--- config.mk ---
export PLATFORM = sky130hd
export DESIGN_NAME = rx_queue_sched
export DESIGN_NICKNAME = d
export VERILOG_FILES = /design/src/rtl/rx_queue_sched.sv
export SDC_FILE = /design/constraint.sdc
export NUM_CORES = 1
export LEC_CHECK = 0
export BUFFER_PORTS_ARGS = -buffer_cell sky130_fd_sc_hd__buf_2
export CAP_MARGIN = 10
export CELL_PAD_IN_SITES_DETAIL_PLACEMENT = 0
export CELL_PAD_IN_SITES_GLOBAL_PLACEMENT = 1
export CORE_MARGIN = 10
export CORE_UTILIZATION = 24
export DETAILED_ROUTE_END_ITERATION = 10
export PLACE_DENSITY = 0.59
export SYNTH_ARGS = -nofsm -noshare
export SYNTH_HDL_FRONTEND = slang
export SYNTH_SLANG_ARGS = --single-unit
--- constraint.sdc ---
create_clock -name ff_clk -period 9.9 [get_ports ff_clk]
set_input_delay 1.98 -clock ff_clk [delete_from_list [all_inputs] [get_ports ff_clk]]
set_output_delay 1.98 -clock ff_clk [all_outputs]
set_load 0.01 [all_outputs]
--- src/rtl/rx_queue_sched.sv ---
// Receive-side cyclic frame queue slot scheduler: tracks filled slots, steers the
// serial FIFO reader, and covers underrun by replaying a slot and then resyncing.
module rx_queue_sched #(
    parameter int IDX_LEN    = 3,
    parameter int DELAY_CNT  = 0,
    parameter int MISS_LIMIT = 4,
    parameter int CNT_W      = 8
) (
    input  logic               ff_clk,
    input  logic               rst_n,
    input  logic               flush,
    input  logic               wr_done,
    input  logic [IDX_LEN-1:0] wr_idx,
    input  logic               wr_bad,
    input  logic               rd_req,
    output logic [IDX_LEN-1:0] rd_idx,
    output logic               rd_repeat,
    output logic               rd_resync,
    output logic               start,
    output logic [IDX_LEN:0]   occupancy,
    output logic [CNT_W-1:0]   underrun_cnt,
    output logic [CNT_W-1:0]   overflow_cnt
);
    localparam int DEPTH = 2 ** IDX_LEN;
    localparam int PW    = IDX_LEN + 1;
    localparam int DW    = (DELAY_CNT > 1) ? $clog2(DELAY_CNT) : 1;
    localparam int MW    = (MISS_LIMIT > 1) ? $clog2(MISS_LIMIT) : 1;
    localparam logic [DW-1:0] DLAST = DW'((DELAY_CNT > 0) ? DELAY_CNT - 1 : 0);
    localparam logic [MW-1:0] MLAST = MW'((MISS_LIMIT > 0) ? MISS_LIMIT - 1 : 0);

    typedef enum logic [1:0] {ST_IDLE, ST_DELAY, ST_RUN} state_t;

    state_t             r_state,    w_state;
    logic [DEPTH-1:0]   r_vld,      w_vld;
    logic [IDX_LEN-1:0] r_rdIdx,    w_rdIdx;
    logic               r_repeat,   w_repeat;
    logic               r_resync,   w_resync;
    logic               r_start,    w_start;
    logic [PW-1:0]      r_occ;
    logic [CNT_W-1:0]   r_underrun, w_underrun;
    logic [CNT_W-1:0]   r_overflow, w_overflow;
    logic [DW-1:0]      r_delayCnt, w_delayCnt;
    logic [MW-1:0]      r_missCnt,  w_missCnt;

    logic               w_goodWr;
    logic [DEPTH-1:0]   w_wrMask;
    logic [DEPTH-1:0]   w_vldSet;
    logic [IDX_LEN-1:0] w_nxt;
    logic [IDX_LEN-1:0] w_cand;
    logic [IDX_LEN-1:0] w_target;
    logic               w_found;
    logic [PW-1:0]      w_pop;

    assign rd_idx       = r_rdIdx;
    assign rd_repeat    = r_repeat;
    assign rd_resync    = r_resync;
    assign start        = r_start;
    assign occupancy    = r_occ;
    assign underrun_cnt = r_underrun;
    assign overflow_cnt = r_overflow;

    always_comb begin
        w_goodWr = wr_done & ~wr_bad;
        w_wrMask = '0;
        if (w_goodWr) begin
            w_wrMask[wr_idx] = 1'b1;
        end
        w_vldSet = r_vld | w_wrMask;
        w_nxt    = r_rdIdx + 1'b1;
    end

    // Resync target: first filled slot after nxt, wrapping round to just before rd_idx.
    always_comb begin
        w_found  = 1'b0;
        w_target = r_rdIdx;
        w_cand   = r_rdIdx;
        for (int k = 2; k < DEPTH; k++) begin
            w_cand = r_rdIdx + IDX_LEN'(k);
            if (!w_found && w_vldSet[w_cand]) begin
                w_found  = 1'b1;
                w_target = w_cand;
            end
        end
    end

    always_comb begin
        w_pop = '0;
        for (int i = 0; i < DEPTH; i++) begin
            w_pop = w_pop + PW'(r_vld[i]);
        end
    end

    always_comb begin
        w_state    = r_state;
        w_vld      = w_vldSet;
        w_rdIdx    = r_rdIdx;
        w_repeat   = r_repeat;
        w_resync   = 1'b0;
        w_underrun = r_underrun;
        w_overflow = r_overflow;
        w_delayCnt = r_delayCnt;
        w_missCnt  = r_missCnt;

        if (w_goodWr && r_vld[wr_idx] && (r_overflow != {CNT_W{1'b1}})) begin
            w_overflow = r_overflow + 1'b1;
        end

        case (r_state)
            ST_IDLE: begin
                if (w_goodWr) begin
                    w_rdIdx    = wr_idx;
                    w_delayCnt = '0;
                    w_state    = (DELAY_CNT == 0) ? ST_RUN : ST_DELAY;
                end
            end
            ST_DELAY: begin
                if (r_delayCnt == DLAST) begin
                    w_state = ST_RUN;
                end else begin
                    w_delayCnt = r_delayCnt + 1'b1;
                end
            end
            ST_RUN: begin
                // Clearing the finished slot yields to a same-cycle write into it.
                if (rd_req) begin
                    if (w_vldSet[w_nxt]) begin
                        w_vld[r_rdIdx] = w_wrMask[r_rdIdx];
                        w_rdIdx        = w_nxt;
                        w_repeat       = 1'b0;
                        w_missCnt      = '0;
                    end else if ((r_missCnt == MLAST) && w_found) begin
                        w_vld[r_rdIdx] = w_wrMask[r_rdIdx];
                        w_rdIdx        = w_target;
                        w_resync       = 1'b1;
                        w_repeat       = 1'b0;
                        w_missCnt      = '0;
                    end else begin
                        w_repeat = 1'b1;
                        if (r_missCnt != MLAST) begin
                            w_missCnt = r_missCnt + 1'b1;
                        end
                        if (r_underrun != {CNT_W{1'b1}}) begin
                            w_underrun = r_underrun + 1'b1;
                        end
                    end
                end
            end
            default: begin
                w_state = ST_IDLE;
            end
        endcase

        w_start = (w_state == ST_RUN);
    end

    always_ff @(posedge ff_clk or negedge rst_n) begin
        if (!rst_n) begin
            r_state <= ST_IDLE;
        end else if (flush) begin
            r_state <= ST_IDLE;
        end else begin
            r_state <= w_state;
        end
    end

    always_ff @(posedge ff_clk or negedge rst_n) begin
        if (!rst_n) begin
            r_vld      <= '0;
            r_rdIdx    <= '0;
            r_repeat   <= 1'b0;
            r_resync   <= 1'b0;
            r_start    <= 1'b0;
            r_occ      <= '0;
            r_underrun <= '0;
            r_overflow <= '0;
            r_delayCnt <= '0;
            r_missCnt  <= '0;
        end else if (flush) begin
            r_vld      <= '0;
            r_rdIdx    <= '0;
            r_repeat   <= 1'b0;
            r_resync   <= 1'b0;
            r_start    <= 1'b0;
            r_occ      <= '0;
            r_underrun <= '0;
            r_overflow <= '0;
            r_delayCnt <= '0;
            r_missCnt  <= '0;
        end else begin
            r_vld      <= w_vld;
            r_rdIdx    <= w_rdIdx;
            r_repeat   <= w_repeat;
            r_resync   <= w_resync;
            r_start    <= w_start;
            r_occ      <= w_pop;
            r_underrun <= w_underrun;
            r_overflow <= w_overflow;
            r_delayCnt <= w_delayCnt;
            r_missCnt  <= w_missCnt;
        end
    end

endmodule

Word-level counts from Yosys, hierarchy flattened --
Cells that the tools add are included. Widths: inputs -> output; s select.
Storage, ports and cells: logic and storage cells 165, bits in registers 39, output and inout port bits 26
Operators by class: magnitude comparators 11, multiplexer cells 81, bitwise operators 3, equal/unequal tests 13, add/subtract/negate cells 18, reductions and logical operators 28
Operator list (number):
- $mux 8 | 14
- $lt 3x4->1 const B | 9
- $mux 3 | 11
- $mux 1 | 31
- $bmux 1 s3 | 9
- $mux 2 | 9
- $add 4x1->4 | 4
- $add 8x1->8 const B | 2
- $ne 8x8->1 const B | 2
- $add 3x3->3 const B | 4
- $logic_and 1x1->1 | 10
- $reduce_and 5->1 | 2
- $ne 9x9->1 const B | 1
- $bwmux 8 | 1
- $or 8x8->8 | 1
- $reduce_bool 2->1 | 4
- $add 3x2->3 const B | 2
- $demux 1 s3 | 2
- $eq 2x2->1 const B | 3
- $ge 3x1->1 const B | 2
- $ne 2x2->1 const B | 3
- $ne 3x3->1 const B | 2
- $pmux 2 s3 | 1
- $pmux 3 s2 | 1
- other kinds (18) | 24

Depth between registers and ports, before layout --
depth in word-level cells 30, mapped depth 15

Worst setup path before layout --
Ideal clock, no wire load.
path type in2reg, start point input port wr_idx[0], end point register r_vld[3], stages on the path 11, data arrival time 4.389 ns, slack 5.438 ns, setup time 0.072 ns, cells stage by stage buf_4 nor3b_4 a21oi_1 a2111oi_0 a211oi_4 nand4_4 o21ai_4 buf_4 a21oi_1 mux2_2 nor2_1
On the way: longest elaborated chain between the ends 30, elaborated cells on any way between the ends 46, classes of those cells order compare (2); mux (31); bitwise (1); reduce/logical (12)
Ends and longest elaborated chain:
- start: declaration | RTL line 13 | input logic [IDX_LEN-1:0] wr_idx,
- $lt 3x4->1 (not written as such) / $ge 3x1->1 (equally long branches) | RTL line 66 | w_wrMask[wr_idx] = 1'b1;
- $logic_and 1x1->1 (not written as such) | RTL line 66
- $mux 1 (not written as such) | RTL line 66
- $demux 1 s3 (*) | RTL line 66
- $mux 8 (*) | RTL line 65 | if (w_goodWr) begin
- $or 8x8->8 | RTL line 68 | w_vldSet = r_vld | w_wrMask;
- $bmux 1 s3 | RTL line 79 | if (!w_found && w_vldSet[w_cand]) begin
- $mux 1 (not written as such) | RTL line 79
- [14 not listed]
- $logic_and 1x1->1 | RTL line 79
- $mux 1 | RTL line 79
- $logic_and 1x1->1 | RTL line 131 | end else if ((r_missCnt == MLAST) && w_found) begin
- $mux 8 | RTL line 131
- $mux 8 | RTL line 126 | if (w_vldSet[w_nxt]) begin
- $mux 8 | RTL line 125 | if (rd_req) begin
- $mux 8 (*) | RTL line 108 | case (r_state)
- $mux 8 (*) | RTL line 178 | end else if (flush) begin
- end signal: assignment | RTL line 190 | r_vld <= w_vld;
- end: declaration | RTL line 34 | logic [DEPTH-1:0] r_vld, w_vld;
Mark *: on every way between the ends. The rest lies on a longest branch, timed or not. The select of a mux whose other input is x is not followed. A chain may end at the register's enable or synchronous reset.

Final worst setup path --
start point register r_rdIdx[1] (netlist: rd_idx[1]), end point register r_underrun[7] (netlist: underrun_cnt[7])
On the way: longest elaborated chain between the ends 22, elaborated cells on any way between the ends 41, classes of those cells add/sub (7); eq/ne (2); mux (20); reduce/logical (12)
Ends and longest elaborated chain:
- start: declaration | RTL line 35 | logic [IDX_LEN-1:0] r_rdIdx, w_rdIdx;
- start signal: assignment | RTL line 191 | r_rdIdx <= w_rdIdx;
- $add 3x2->3 | RTL line 78 | w_cand = r_rdIdx + IDX_LEN'(k);
- $bmux 1 s3 | RTL line 79
- $mux 1 (not written as such) | RTL line 79
- $mux 1 | RTL line 79
- $logic_not 1->1 | RTL line 79
- $logic_and 1x1->1 | RTL line 79
- $mux 1 | RTL line 79
- $logic_not 1->1 | RTL line 79
- [6 not listed]
- $logic_and 1x1->1 | RTL line 79
- $mux 1 | RTL line 79
- $logic_not 1->1 | RTL line 79
- $logic_and 1x1->1 | RTL line 79
- $mux 1 | RTL line 79
- $logic_and 1x1->1 | RTL line 131
- $ne 2x2->1 (no line)
- $reduce_and 5->1 (no line) (*)
- end signal: assignment | RTL line 196 | r_underrun <= w_underrun;
- end: declaration | RTL line 40 | logic [CNT_W-1:0] r_underrun, w_underrun;
Marks and branches as above.

==> metrics.md <==
| Metric | Value |
|---|---|
| Run status | `completed` |
| CTS sink cnt | `38` |
| Layout cells sized above 1 | `20.86%` |
| Worst setup EP type | `flip-flop` |
| Final instance count without filler cells | `554` |
| Placed wire-length estimate | `7.100 mm` |
| Netlist cell types | `66` |
| Fillcell total | `1447` |
| GP Congestion | `0.8611` |
| Syn_nets | `381` |
| GRT overflow | `0` |
| Synthesized area | `0.003373 mm²` |
| Number of max-cap violations | `0` |
| Num CTS Buffers | `5` |
| CTS clk-pin slew, worst paths | `60 ps` |
| Placed Cells | `546` |
| Io pins | `35` |
| Post-place setup slack | `4832 ps` |
| Main flop type after synthesis | `dfrtp_1` |
| Worst R2R Start | `rd_idx[1]$_DFFE_PN0P_` |
| Final Hold Violating Endpoints | `0` |
| Power per cell area | `146.9 mW/mm²` |
| Worst min-delay path class | `reg2reg` |
| Largest net degree at the start of global routing | `40` |
| Hold path start | `rd_repeat$_DFFE_PN0P_` |
| Avg Inst Size Synth | `9.556 µm²` |
| Pleak | `1.594 nW` |
| CTS tree | `built` |
| Post-CTS sizing | `0` |
| Die Ht | `138.6 µm` |
| Cell count after synthesis | `353` |
| CTS Root Cell | `clkbuf_16` |
| Row count | `43` |
| Placed Area | `0.003671 mm²` |
| Vias per Instance | `5.191` |
| DRT antenna net count | `0` |
| Clock Tree Buf Depth | `2` |
| Sum Neg Setup Slack | `0 ps` |
| Synth warnings | `0` |
| Top cells by area, synth | `dfrtp_1 (28%), mux4_2 (8.0%), ha_1 (5.6%), mux2i_1 (5.3%), a21oi_1 (3.3%)` |
| Slew margin rel. | `41.76%` |
| # H-tree levels | `2` |
| N_diodes | `0` |
| Final period utilization | `50.99%` |
| Arrival @ worst endpoint | `5250 ps` |
| Commonest non-fill, non-tap cells in the layout | `dfrtp_1 (38), buf_2 (34), nor2_1 (28)` |
| Die area | `0.01920 mm²` |
| Total global-route track usage | `9.849%` |
| First-pass GRT wire length | `15.86 mm` |
| Clock latency on the worst-skew pair | `280 ps` |
| Area growth, synth to finish | `13.32%` |
| DRC violations left | `0` |
| Core ar. | `0.01383 mm²` |
| Max frequency | `198.1 MHz` |
| Final Skew | `5.408 ps` |
| Avg WL per Cell | `17.32 µm` |
| Yosys reg bits | `38` |
| # setup viols final | `0` |
| TritonRoute pass-1 iters | `4` |
| CP startpoint | `rd_idx[1]$_DFFE_PN0P_` |
| Top cell type by total area after synthesis | `dfrtp_1` |
| Routed Wire Length | `9.596 mm` |
| Startpoint types | `flip-flop` |
| Synth top area share | `28.19%` |
| Final Cell Area | `0.003822 mm²` |
| Most common library cell in the layout ignoring fill and taps | `dfrtp_1` |
| Asr flop ratio synth | `100.0%` |
| Nets | `401` |
| Initial Util | `24.40%` |
| Register area share after synthesis | `28.19%` |
| CTS Hold Bufs | `0` |
| Critical Path RT | `10100 ps` |
| Via count | `2876` |
| Die W | `138.6 µm` |
| WS Path Type | `reg2reg` |
| Buffers on Ports | `34` |
| Final Max Tran Viols | `0` |
| DR iter-0 viols | `233` |
| Maximum VDD drop | `0.00007521 V` |
| Initial antenna violation count | `0` |
| Tmin final | `5048 ps` |
| Worst Path Max Fanout | `19` |
| RSZ-0062 raised after global routing | `false` |
| Number of global-route vias before repair | `2972` |
| Postcts setup bufs | `0` |
| Worst-margin pin slew | `873.5 ps` |
| Setup WS post-layout | `4852 ps` |
| Core Util, Final | `27.64%` |
| Number of flops mapped to enable cells by yosys | `0` |
## path summary, 6_finish.rpt
check | end | slack, ps | cells after the start
setup / recovery | underrun_cnt[7]$_DFFE_PN0P_ | 4850 | 11
hold / removal | rd_repeat$_DFFE_PN0P_ | 530 | 2
setup reg to reg | underrun_cnt[7]$_DFFE_PN0P_ | 4850 | 11
hold reg to reg | rd_repeat$_DFFE_PN0P_ | 530 | 2
max in group asynchronous | occupancy[0]$_DFF_PN0_ | 7540 | 1
min in group asynchronous | underrun_cnt[2]$_DFFE_PN0P_ | 1820 | 1
## layer usage
| metal | GRT usage, % | up-vias | wire length (µm) |
|---|---|---|---|
| li1 | - | 1366 | - |
| met1 | 12.52 | 1403 | 4320 |
| met2 | 15.81 | 88 | 4583 |
| met3 | 1.610 | 19 | 420 |
| met4 | 4.772 | 0 | 272 |
| met5 | 0 | - | 0 |
## registers in the layout (all words and copies together), names as in the netlist
name          count
r_state           2
r_missCnt         2
rd_idx            3
occupancy         4
underrun_cnt      8
r_vld             8
overflow_cnt      8
rd_resync         1
start             1
rd_repeat         1
## area by class of cell
cell class	instances	area, µm²	share of cell area, %
sequential	38	950.9	24.88
timing repair buffer	35	177.7	4.648
clock buffer	6	138.9	3.633
inverter	18	67.56	1.768
tap	180	225.2	5.892
multi-input combinational	275	2250	58.85
clock inverter	2	12.51	0.3273
## kinds of logic (layout without fill, tap and decap cells)
group	count (synthesis)	count (layout)	synth area share [%]
xor gates and xnor gates	17	17	4.414
and+or+nand+nor	105	105	18.03
adders and majority gates	19	19	7.938
buffers and inverters	40	61	5.118
DFF	38	38	28.19
muxes	36	36	15.36
AOI/OAI and AO/OA	98	98	20.96
## report_power, final
| group | total, mW | internal, mW | switching, mW |
|---|---|---|---|
| combinational | 0.227 | 0.0860 | 0.141 |
| clock | 0.164 | 0.0997 | 0.0644 |
| sequential | 0.171 | 0.161 | 0.00960 |
| total | 0.561 | 0.347 | 0.215 |
## worst max-delay path: stages (launching register included)
cell and delay [ps]:
dfrtp_1 770, inv_1 460, ha_1 840, clkinv_1 410, a211oi_1 410, nor2_1 110, mux4_2 500, nand2b_1 260
o21ai_4 420, nand4_4 180, or4_1 440, a21oi_1 140
## synth_stat cells, drive strengths merged, types with 2 or more instances
cell and instances:
and3 5, nor2b 7, o21a 2, inv 17
xor2 9, or2 4, nand4 10, o2111ai 2
a31oi 8, nor3 4, clkbuf 12, buf 10
o221a 2, a21o 2, a21oi 23, a2111oi 5
mux4 12, ha 15, a21boi 2, a311oi 4
nand2 14, a211oi 14, o21ai 14, mux2 6
or3 3, nor2 28, and2 5, nor3b 3
nand3 10, fa 4, xnor2 8, o211ai 6
o31a 2, mux2i 18, dfrtp 38, or4 3
o31ai 5, o32ai 2
## metrics by stage
step	hold slack, ps	power [mW]
floorplan	484.2	0.3451
global placement	508.6	0.3988
detailed placement	520.3	0.3960
CTS	539.5	0.5636
global route	562.2	0.5957
finish	532.7	0.5615
No activity file was read; power rests on OpenSTA's default activity.
